===== src/rtl/mem_arbiter.sv =====
// Two-port (fetch / data) arbiter in front of a single rwmemory port.
// One access in flight at a time: grant in IDLE, memory access in EXEC, response held in RESP.
module mem_arbiter #(
    parameter  int MEMSIZE = 'h400,
    localparam int AW      = $clog2(MEMSIZE)
) (
    input  logic          clk,
    input  logic          reset_n,
    // fetch port
    input  logic          i_req,
    input  logic [AW-1:0] i_addr,
    output logic          i_gnt,
    output logic          i_rsp_valid,
    output logic [31:0]   i_rsp_data,
    output logic          i_rsp_err,
    input  logic          i_rsp_ready,
    // data port
    input  logic          d_req,
    input  logic          d_wen,
    input  logic [2:0]    d_size,
    input  logic [AW-1:0] d_addr,
    input  logic [31:0]   d_wdata,
    output logic          d_gnt,
    output logic          d_rsp_valid,
    output logic [31:0]   d_rsp_data,
    output logic          d_rsp_err,
    input  logic          d_rsp_ready,
    // rwmemory port
    output logic          mem_en,
    output logic          mem_wen,
    output logic [AW-1:0] mem_addr,
    output logic [2:0]    mem_size,
    output logic [31:0]   mem_wdata,
    input  logic [31:0]   mem_rdata
);

    typedef enum logic [1:0] {S_IDLE, S_EXEC, S_RESP} state_t;

    typedef struct packed {
        logic          owner_d;
        logic          wen;
        logic [2:0]    size;
        logic [AW-1:0] addr;
        logic [31:0]   wdata;
        logic          err;
    } cmd_t;

    state_t      r_state;
    logic        r_last_d;
    cmd_t        r_cmd;
    logic [31:0] r_rsp_data;
    logic        r_rsp_err;

    logic        w_idle;
    logic        w_i_gnt;
    logic        w_d_gnt;
    logic        w_exec;
    logic        w_owner_rdy;
    cmd_t        w_new_cmd;
    logic [31:0] w_rd_masked;

    function automatic logic f_illegal(input logic [2:0] size, input logic [AW-1:0] addr);
        logic [31:0] w_end;
        w_end = 32'(addr) + ((size == 3'd0) ? 32'd1 : (size == 3'd1) ? 32'd2 : 32'd4);
        return (size > 3'd2) ||
               ((size == 3'd1) && addr[0]) ||
               ((size == 3'd2) && (addr[1:0] != 2'b00)) ||
               (w_end > 32'(MEMSIZE));
    endfunction

    // Grants are gated by reset so every output is quiet while reset_n is low.
    assign w_idle  = reset_n && (r_state == S_IDLE);
    assign w_i_gnt = w_idle && i_req && (!d_req || r_last_d);
    assign w_d_gnt = w_idle && d_req && (!i_req || !r_last_d);

    always_comb begin
        w_new_cmd = '0;
        if (w_d_gnt) begin
            w_new_cmd.owner_d = 1'b1;
            w_new_cmd.wen     = d_wen;
            w_new_cmd.size    = d_size;
            w_new_cmd.addr    = d_addr;
            w_new_cmd.wdata   = d_wdata;
            w_new_cmd.err     = f_illegal(d_size, d_addr);
        end else begin
            w_new_cmd.owner_d = 1'b0;
            w_new_cmd.size    = 3'd2;
            w_new_cmd.addr    = i_addr;
            w_new_cmd.err     = f_illegal(3'd2, i_addr);
        end
    end

    always_comb begin
        case (r_cmd.size)
            3'd0:    w_rd_masked = {24'd0, mem_rdata[7:0]};
            3'd1:    w_rd_masked = {16'd0, mem_rdata[15:0]};
            default: w_rd_masked = mem_rdata;
        endcase
    end

    assign w_owner_rdy = r_cmd.owner_d ? d_rsp_ready : i_rsp_ready;

    always_ff @(posedge clk or negedge reset_n) begin
        if (!reset_n) begin
            r_state    <= S_IDLE;
            r_last_d   <= 1'b1;
            r_cmd      <= '0;
            r_rsp_data <= '0;
            r_rsp_err  <= 1'b0;
        end else begin
            case (r_state)
                S_IDLE: begin
                    if (w_i_gnt || w_d_gnt) begin
                        r_cmd    <= w_new_cmd;
                        r_last_d <= w_d_gnt;
                        r_state  <= S_EXEC;
                    end
                end
                S_EXEC: begin
                    r_rsp_err  <= r_cmd.err;
                    r_rsp_data <= (r_cmd.err || r_cmd.wen) ? 32'd0 : w_rd_masked;
                    r_state    <= S_RESP;
                end
                S_RESP: begin
                    if (w_owner_rdy)
                        r_state <= S_IDLE;
                end
                default: r_state <= S_IDLE;
            endcase
        end
    end

    assign i_gnt = w_i_gnt;
    assign d_gnt = w_d_gnt;

    // Illegal commands never touch memory, so d_size 3..7 cannot reach mem_size.
    assign w_exec    = (r_state == S_EXEC) && !r_cmd.err;
    assign mem_en    = w_exec;
    assign mem_wen   = w_exec && r_cmd.wen;
    assign mem_addr  = w_exec ? r_cmd.addr  : '0;
    assign mem_size  = w_exec ? r_cmd.size  : '0;
    assign mem_wdata = w_exec ? r_cmd.wdata : '0;

    assign i_rsp_valid = (r_state == S_RESP) && !r_cmd.owner_d;
    assign d_rsp_valid = (r_state == S_RESP) &&  r_cmd.owner_d;
    assign i_rsp_data  = i_rsp_valid ? r_rsp_data : '0;
    assign d_rsp_data  = d_rsp_valid ? r_rsp_data : '0;
    assign i_rsp_err   = i_rsp_valid && r_rsp_err;
    assign d_rsp_err   = d_rsp_valid && r_rsp_err;

endmodule

===== config.mk =====
export PLATFORM = sky130hd
export DESIGN_NAME = mem_arbiter
export DESIGN_NICKNAME = d
export VERILOG_FILES = /design/src/rtl/mem_arbiter.sv
export SDC_FILE = /design/constraint.sdc
export NUM_CORES = 1
export LEC_CHECK = 0
export CAP_MARGIN = 40
export CORE_MARGIN = 5
export CORE_UTILIZATION = 36
export CTS_CLUSTER_DIAMETER = 120
export CTS_CLUSTER_SIZE = 24
export DETAILED_ROUTE_END_ITERATION = 10
export PLACE_DENSITY = 0.82
export SLEW_MARGIN = 20
export SYNTH_ARGS = -nofsm -noshare
export SYNTH_HDL_FRONTEND = slang
export SYNTH_SLANG_ARGS = --single-unit

===== constraint.sdc =====
create_clock -name clk -period 1.5 [get_ports clk]
set_input_delay 0.3 -clock clk [delete_from_list [all_inputs] [get_ports clk]]
set_output_delay 0.3 -clock clk [all_outputs]
set_load 0.005 [all_outputs]

### Word-level counts from Yosys, hierarchy flattened

Index checks and enable logic that the tools add are counted.

* bits in registers: 84
* bits in latches: 0
* RAM bits: 0
* bits in read-only memories: 0
* bits of input ports: 94
* output and inout port bits: 117
* word-level logic and storage cells: 73
* memories kept: 0

* $add $sub $neg: 2
* $mul: 0
* div/mod/pow operators: 0
* magnitude comparators: 3
* equality and inequality tests: 7
* shifts and indexed selects: 0
* muxes and demuxes: 18
* bitwise operators: 0
* reduce and logical (&&, ||, !) cells: 33

Operators by type and width (number)
* 32-bit two-way mux: 5
* 32-bit one-hot mux with 2 select lines: 1
* 11-bit greater-than comparator, second input constant: 2
* 1-bit logical AND: 13
* 13-bit two-way mux: 1
* 10-bit by 3-bit adder with 11-bit output: 1
* 10-bit by 3-bit adder with 11-bit output, second input constant: 1
* 10-bit two-way mux: 1
* 3-bit two-way mux: 3
* 1-bit logical OR: 8
* 3-bit by 1-bit equality test with 1-bit output, second input constant: 2
* 3-bit zero test: 2
* 2-bit one-hot mux with 3 select lines: 1
* 1-bit zero test: 5
* 1-bit two-way mux: 4
* 2-bit two-way mux: 2
* 2-bit AND reduction: 2
* 2-bit nonzero test: 2
* 3-bit by 2-bit equality test with 1-bit output, second input constant: 1
* 3-bit by 2-bit greater-than comparator with 1-bit output, second input constant: 1
* 2-bit by 1-bit equality test with 1-bit output, second input constant: 1
* 2-bit equality test, second input constant: 1
* 2-bit zero test: 1
* 2-bit by 1-bit inequality test with 1-bit output, second input constant: 1
* 2-bit inequality test, second input constant: 1

### Logic depth before layout (Yosys ltp)

* depth after elaboration: 7
* gate-level depth with buffers: 10
* mapped depth without buffers: 10

### Worst setup path before layout

Ideal clock, no wire load.

* kind: input to register
* start point: in d_size[1]
* end point: reg r_cmd[0] (netlist name)
* library setup time: 0.131 ns
* arrival time: 1.936 ns
* data required time: 1.369 ns
* slack: -0.567 ns
* stages: 10
* buffers on the path: 0
* cell sequence: nor2_1 inv_1 nor2_1 ha_1 inv_1 fa_1 or4bb_1 o221ai_1 or3_1 a31oi_1

* word-level cells in the longest chain between the ends: 7
* elaborated cells on any way between the ends: 14
* those cells by class: add/sub: 1; order compare: 2; eq/ne: 2; mux: 3; reduce/logical: 6

RTL lines
* from (decl): line 20 `input logic [2:0] d_size,`
* 3-bit by 1-bit equality test with 1-bit output: line 64, 66
* 3-bit two-way mux (2 in series): line 64 `w_end = 32'(addr) + ((size == 3'd0) ? 32'd1 : (size == 3'd1) ? 32'd2 : 32'd4);`
* 10-bit by 3-bit adder with 11-bit output: line 64
* 11-bit greater-than comparator: line 68 `(w_end > 32'(MEMSIZE));`
* 1-bit logical OR (*): line 67 `((size == 3'd2) && (addr[1:0] != 2'b00)) ||`
* 1-bit two-way mux (*): line 78 `if (w_d_gnt) begin`
* to (signal assigned): line 114 `r_cmd <= w_new_cmd;`
* to (decl): line 50 `cmd_t r_cmd;`

Mark *: on every way between the ends. The rest lies on a longest branch, timed or not.
A chain may end at the register's enable or synchronous reset.

### Worst setup path in the final report

* start point: in d_size[2]
* end point: reg r_cmd[0] (netlist name)

The elaborated chain is that of the path after synthesis.

==> flow_summary.json <==
{
  "ys_warn_count": 0,
  "layout.nets": 776,
  "ant_nets": 0,
  "gp_congestion": 0.834,
  "max_stage_delay_ns": 0.53,
  "drtPass1Iterations": 7,
  "wl_per_cell_um": 22.0,
  "cp_common_cell": "inv_2",
  "final_cell_area_um2": 8430,
  "dieArea_um2": 13600,
  "cts_hold_buffers": 0,
  "worst_path_max_delay_cell": "fa_2",
  "ys.flop_type": "dfrtp_1",
  "fmax_mhz": 478,
  "antenna_cells": 0,
  "core_um2": 11000,
  "placedInstanceArea_um2": 6560,
  "dp_hpwl_um": 9610,
  "fin_crit_ns": 2.09,
  "synthArstFlopShare": 1.00,
  "crit_buf_inv": 3,
  "synth-simple-area-share": 0.218,
  "layout_commonest_cell": "buf_6",
  "holdCritPathClass": "in2async",
  "start_util": 0.371,
  "grtUsageTotal": 0.225,
  "powerDensity_nw_per_um2": 1350,
  "rsz0062_at_grt": "yes",
  "via_per_inst": 5.26,
  "worst_slack_ns": -0.593,
  "cp_max_fo": 2,
  "hold_violations": 0,
  "cts_tree": "yes",
  "finalSetupViolCount": 184,
  "ys_types": 37,
  "cp_data_arrival_time_ns": 2.29,
  "drc_errors": 0,
  "synth_area_um2": 4080,
  "cts_buffer_depth": 2,
  "grt_pass1_wl_um": 23300,
  "antenna_found_initial": 0,
  "cp-start-kind": "primary input",
  "tns_ns": -77.18,
  "grt_pass1_vias": 4326,
  "grt_overflow": 0,
  "path_class": "in2reg",
  "fp.dieH_um": 116,
  "numCtsBuffers": 9,
  "synth_top_family_by_area": "simple AND/OR/NAND/NOR gates",
  "violations": "setup timing",
  "area_delta_synth_final_pct": 107,
  "syn_area_per_cell_um2": 10.9,
  "synth-edff-count": 0,
  "slew_headroom": 0.584,
  "drv_slew": 0,
  "fin_total_pwr_w": 0.0114,
  "status": "finished, violations left",
  "drt_iter0_drc": 249,
  "synth_fa_ha_area_frac": 0.0141,
  "final_cell_mix": "buf_6, and2_4, clkdlybuf4s50_1, dfrtp_1, a22o_1",
  "synth_seq_cells": 84,
  "io_pins": 211,
  "fin_util": 0.768,
  "synthCells": 373,
  "cp_top_family": "simple AND/OR/NAND/NOR gates",
  "root_buffer": "clkbuf_16",
  "num_vias": 4321,
  "synthMuxAreaShare": 0.0301,
  "ir_drop_uv": 865,
  "clock_sinks": 84,
  "grt_max_degree": 50,
  "yosys.area_share.xor_xnor": 0,
  "wl_um": 18100,
  "finalCritPeriodShare": 1.40,
  "max-cap-violations": 0,
  "critPathRequiredTime_ns": 1.70,
  "die_width_um": 116,
  "path_cells": "clkbuf_2 -> nor2_4 -> inv_2 -> nor2_2 -> ha_2 -> inv_2 -> fa_2 -> or4bb_1 -> o221ai_2 -> or3_1 -> a31oi_1",
  "portBuffers": 210,
  "p_leak_nw": 4.08,
  "insertion_delay_ns": 0.33,
  "critical_path.endpoint_type": "flop",
  "nFillCells": 651,
  "ys_seq_area_frac": 0.516,
  "rows": 38,
  "clkTransAtPathRegs_ns": 0.06,
  "syn-num-nets": 471,
  "layout-drive-gt1-share": 0.534,
  "worst_pin_slew_ns": 0.624,
  "synth_compound_area_frac": 0.182,
  "finClkSkew_ns": 0.00623,
  "h-tree-depth": 3
}
-- metal layers --
metal	share of wire	GRT usage	vias up	wire, um
met5	0	0	-	0
met1	0.38	0.280	2172	6940
li1	-	-	1912	-
met4	0.021	0.0766	0	387
met3	0.091	0.0560	30	1650
met2	0.50	0.381	207	9110
-- cell usage after synthesis, types with 2 or more instances --
cell type	count	area share
and2_1	113	0.17
clkbuf_1	16	0.015
nand2b_1	2	0.0031
buf_1	2	0.0018
nor2_1	8	0.0074
o21ai_1	8	0.0098
a22o_1	67	0.14
nand2_1	12	0.011
or4bb_1	2	0.0055
ha_1	3	0.0092
a21oi_1	2	0.0025
mux2_2	2	0.0055
o21ai_0	5	0.0061
nor2b_1	2	0.0031
inv_1	8	0.0074
mux2i_1	10	0.025
dfrtp_1	83	0.51
buf_2	7	0.0086
buf_6	3	0.0083
-- flip-flops by register name, indices dropped and copies added (netlist names) --
register and flops:
r_cmd 48, r_rsp_data 32, r_state 2, r_last_d 1, r_rsp_err 1
-- per-stage QoR --
step,cells,hold slack (ns),setup slack [ns]
after floorplan,373,0.00441,-0.549
after global placement,729,0.368,-1.11
after detailed placement,729,0.383,-1.22
after CTS,796,0.0295,-0.648
after global routing,822,0.0674,-0.683
final,822,0.0319,-0.593
-- where the power goes --
group / switching [W] / internal (W)
Sequential: 0.000702 / 0.00317
Combinational: 0.00205 / 0.00328
Clock: 0.000842 / 0.00133
Total: 0.00359 / 0.00778
-- cell families after synthesis --
family | after synthesis
and+or+nand+nor | 146
AOI/OAI and AO/OA | 91
DFF | 84
buffers and inverters | 36
muxes | 12
adders and majority gates | 4
-- final cells by class --
type / count / area (um2) / area share
flip-flops and latches: 84 / 2110 / 0.250
inverters: 8 / 42.5 / 0.00505
clock buffers: 13 / 250 / 0.0297
repair buffers: 321 / 3650 / 0.432
multi-input cells: 254 / 2180 / 0.258
well taps: 140 / 175 / 0.0208
clock inverters: 2 / 35.0 / 0.00416
-- what timing repair did --
item / CTS / global route
pin swaps: 33 / 52
gates resized for setup: 501 / 274
cloned: 15 / 9
buffers inserted: 38 / 36
setup endpoints to repair: 196 / 200
-- worst paths after layout --
path                            startpoint          to  slack, ns  cells past startpoint
worst max-delay path             d_size[2]    r_cmd[0]      -0.59                     11
worst min-delay path               reset_n   r_cmd[42]       0.03                      2
worst max register to register  r_state[1]   r_cmd[43]      -0.48                     11
worst min register to register   r_cmd[37]   r_cmd[37]       0.49                      2
max in group asynchronous          reset_n  r_state[1]       0.43                      3
min in group clk                 d_size[1]   r_cmd[44]       0.37                      4
(Power assumes the default switching activity.)
==> edit: new RTL, config.mk and constraints unchanged <==
The 3 states of `state_t` get a one-hot encoding in 3 bits.
--- a/src/rtl/mem_arbiter.sv
+++ b/src/rtl/mem_arbiter.sv
@@ -34,7 +34,7 @@
     input  logic [31:0]   mem_rdata
 );
 
-    typedef enum logic [1:0] {S_IDLE, S_EXEC, S_RESP} state_t;
+    typedef enum logic [2:0] {S_IDLE = 3'b001, S_EXEC = 3'b010, S_RESP = 3'b100} state_t;
 
     typedef struct packed {
         logic          owner_d;
Check against the original RTL: same outputs for any inputs over 4 cycles, from zero or initial values and one cycle with reset_n low; so few cycles prove little.
==> edit against the unedited design <==
The run ends with negative hold slack, negative setup slack left; count of clock-buffer cells in the layout shrank 1; area after synthesis grew 0.58%; wire length shrank 3.0%; setup slack lost 0.096 ns; cell count shrank 0.36%; final area grew 1.5%; sequential cell count grew 1; power shrank 24%; largest power group is now registers; highest routed layer unchanged.
==> edit: results (changes against the unedited design) <==
Outcome
  • Status: finished, violations left (unchanged)
  • Failing checks: negative hold slack, negative setup slack (was negative setup slack)

STA
  • Clk_skew: 0.0106 ns (was 0.00623 ns)
  • Final Hold Fails: 2 (was 0)
  • Setup ws final: -0.689 ns (was -0.593 ns)
  • Slew HR: 73.1% (was 58.4%)
  • Final hold slack: -0.00195 ns (was 0.0319 ns)
  • Fin Setup TNS: -97.61 ns (was -77.18 ns)
  • Final setup fails: 202 (was 184)

Worst setup path
  • Crit Reg-Reg Endpoint: r_rsp_data[11] (was r_cmd[43])
  • Reg-to-Reg Start: r_state[2] (was r_state[1])
  • Maximum net fanout on the critical path: 6 (was 2)
  • Depth of the worst register-to-register path: 7 (was 11)
  • CP max stage cell: or3b_4 (was fa_2)
  • Max stage delay on crit path: 0.41 ns (was 0.53 ns)

Power
  • Sw Ratio: 29.6% (was 31.6%)
  • Gate power share: 32.5% (was 46.9%)
  • Leak pwr: 4.12 nW (was 4.08 nW)
  • Sequential power share: 44.2% (was 34.1%)
  • Worst vdd ir: 0.000570 V (was 0.000865 V)
  • Combinational power: 2.82 mW (was 5.33 mW)

Placed design
  • Post-place setup slack: -0.944 ns (was -1.22 ns)
  • Placed Cells: 730 (was 729)
  • Placed cell area: 6790 µm² (was 6560 µm²)
  • RePlAce Congestion: 0.867 (was 0.834)

Logic synthesis
  • Ys async rst share: 100% (unchanged)
  • Avg Cell Area, Syn: 11.1 µm² (was 10.9 µm²)
  • Synth unique cells: 38 (was 37)
  • Register area share after synthesis: 51.9% (was 51.6%)
  • Synthesized Nets: 469 (was 471)
  • Synth area leaders: dfrtp_1 51%, and2_1 17%, a22o_1 12% (was dfrtp_1 51%, and2_1 17%, a22o_1 14%)
  • Most instantiated cells after synthesis: 112 x and2_1, 83 x dfrtp_1, 57 x a22o_1 (was 113 x and2_1, 83 x dfrtp_1, 67 x a22o_1)

Global routing
  • Tot GR Track Use: 22.4% (was 22.5%)
  • Vias in the first global route: 4,352 (was 4,326)
  • Pin count of the biggest net entering global routing: 56 (was 50)
  • First-pass GRT wire length: 23,400 µm (was 23,300 µm)

Routing
  • Via count: 4,279 (was 4,321)
  • Vias/cell: 5.22 (was 5.26)
  • Initial drt markers: 296 (was 249)

Final layout
  • Layout Nets: 771 (was 776)
  • Biggest regs: r_cmd: 48 flops, r_rsp_data: 32 flops, r_state: 3 flops (was r_cmd: 48 flops, r_rsp_data: 32 flops, r_state: 2 flops)
  • Share of cells above drive strength 1: 56.5% (was 53.4%)
  • Layout fillers: 672 (was 651)

CTS
  • Clk root buf: clkbuf_16 (unchanged)
## edit: cell count changes in the layout (fill, tap and decap cells not counted), moves of 10 or more
cell      change
a22o_1       -10
a22o_4       +10
and2_1       -10
buf_2        -14
buf_6        -10
clkbuf_2     +16
## edit: cell families (layout without fill, tap and decap cells)
kind of cell               count (synthesis)  after routing  share of synthesized area, %
xor gates and xnor gates                   1              1                         0.214
adders and majority gates                  4              4                          1.40
and+or+nand+nor                          141            141                          21.0
buffers and inverters                     37            341                          3.93
muxes                                     12             12                          2.96
AOI/OAI and AO/OA                         91             92                          18.5
DFF                                       85             85                          51.9
## edit: worst max-delay path: cells and delay by family, from the launching register on
family	cells	cell delay, ns
buffers and inverters	4	0.44
flip-flops	1	0.39
AND/OR/NAND/NOR	3	0.70
## edit: timing repair
item / in CTS / in global routing
pin swaps: 34 / 39
setup endpoints to repair: 201 / 202
gates cloned: 14 / 12
resized for setup: 556 / 182
hold buffers: 0 / 0
setup buffers: 44 / 24
## edit: layer usage
layer	vias to the layer above	track usage, %	share of wire, %
met4	0	8.33	3.4
met1	2094	25.5	36
met3	52	5.39	8.3
li1	1907	-	-
met5	-	0	0
met2	226	40.5	53
## edit: layout make-up
class                   count  area, µm²  area share, %
repair buffers            318       3660           42.7
multi-input cells         250       2280           26.7
flip-flops and latches     85       2130           24.9
clock buffers              12        256           3.00
well taps                 143        179           2.09
inverters                   9       43.8          0.512
clock inverters             2       10.0          0.117
## edit: worst max-delay path by stage
stage | from | to | slack [ns]
after detailed placement | d_size[1] | r_cmd[0] | -0.94
after CTS | r_state[1] | i_rsp_data[20] | -0.69
after global routing | r_state[2] | mem_size[1] | -0.74
after global placement | d_size[1] | r_cmd[0] | -0.86
after floorplan | d_size[1] | r_cmd[0] | -0.34
final | r_state[2] | mem_size[1] | -0.69
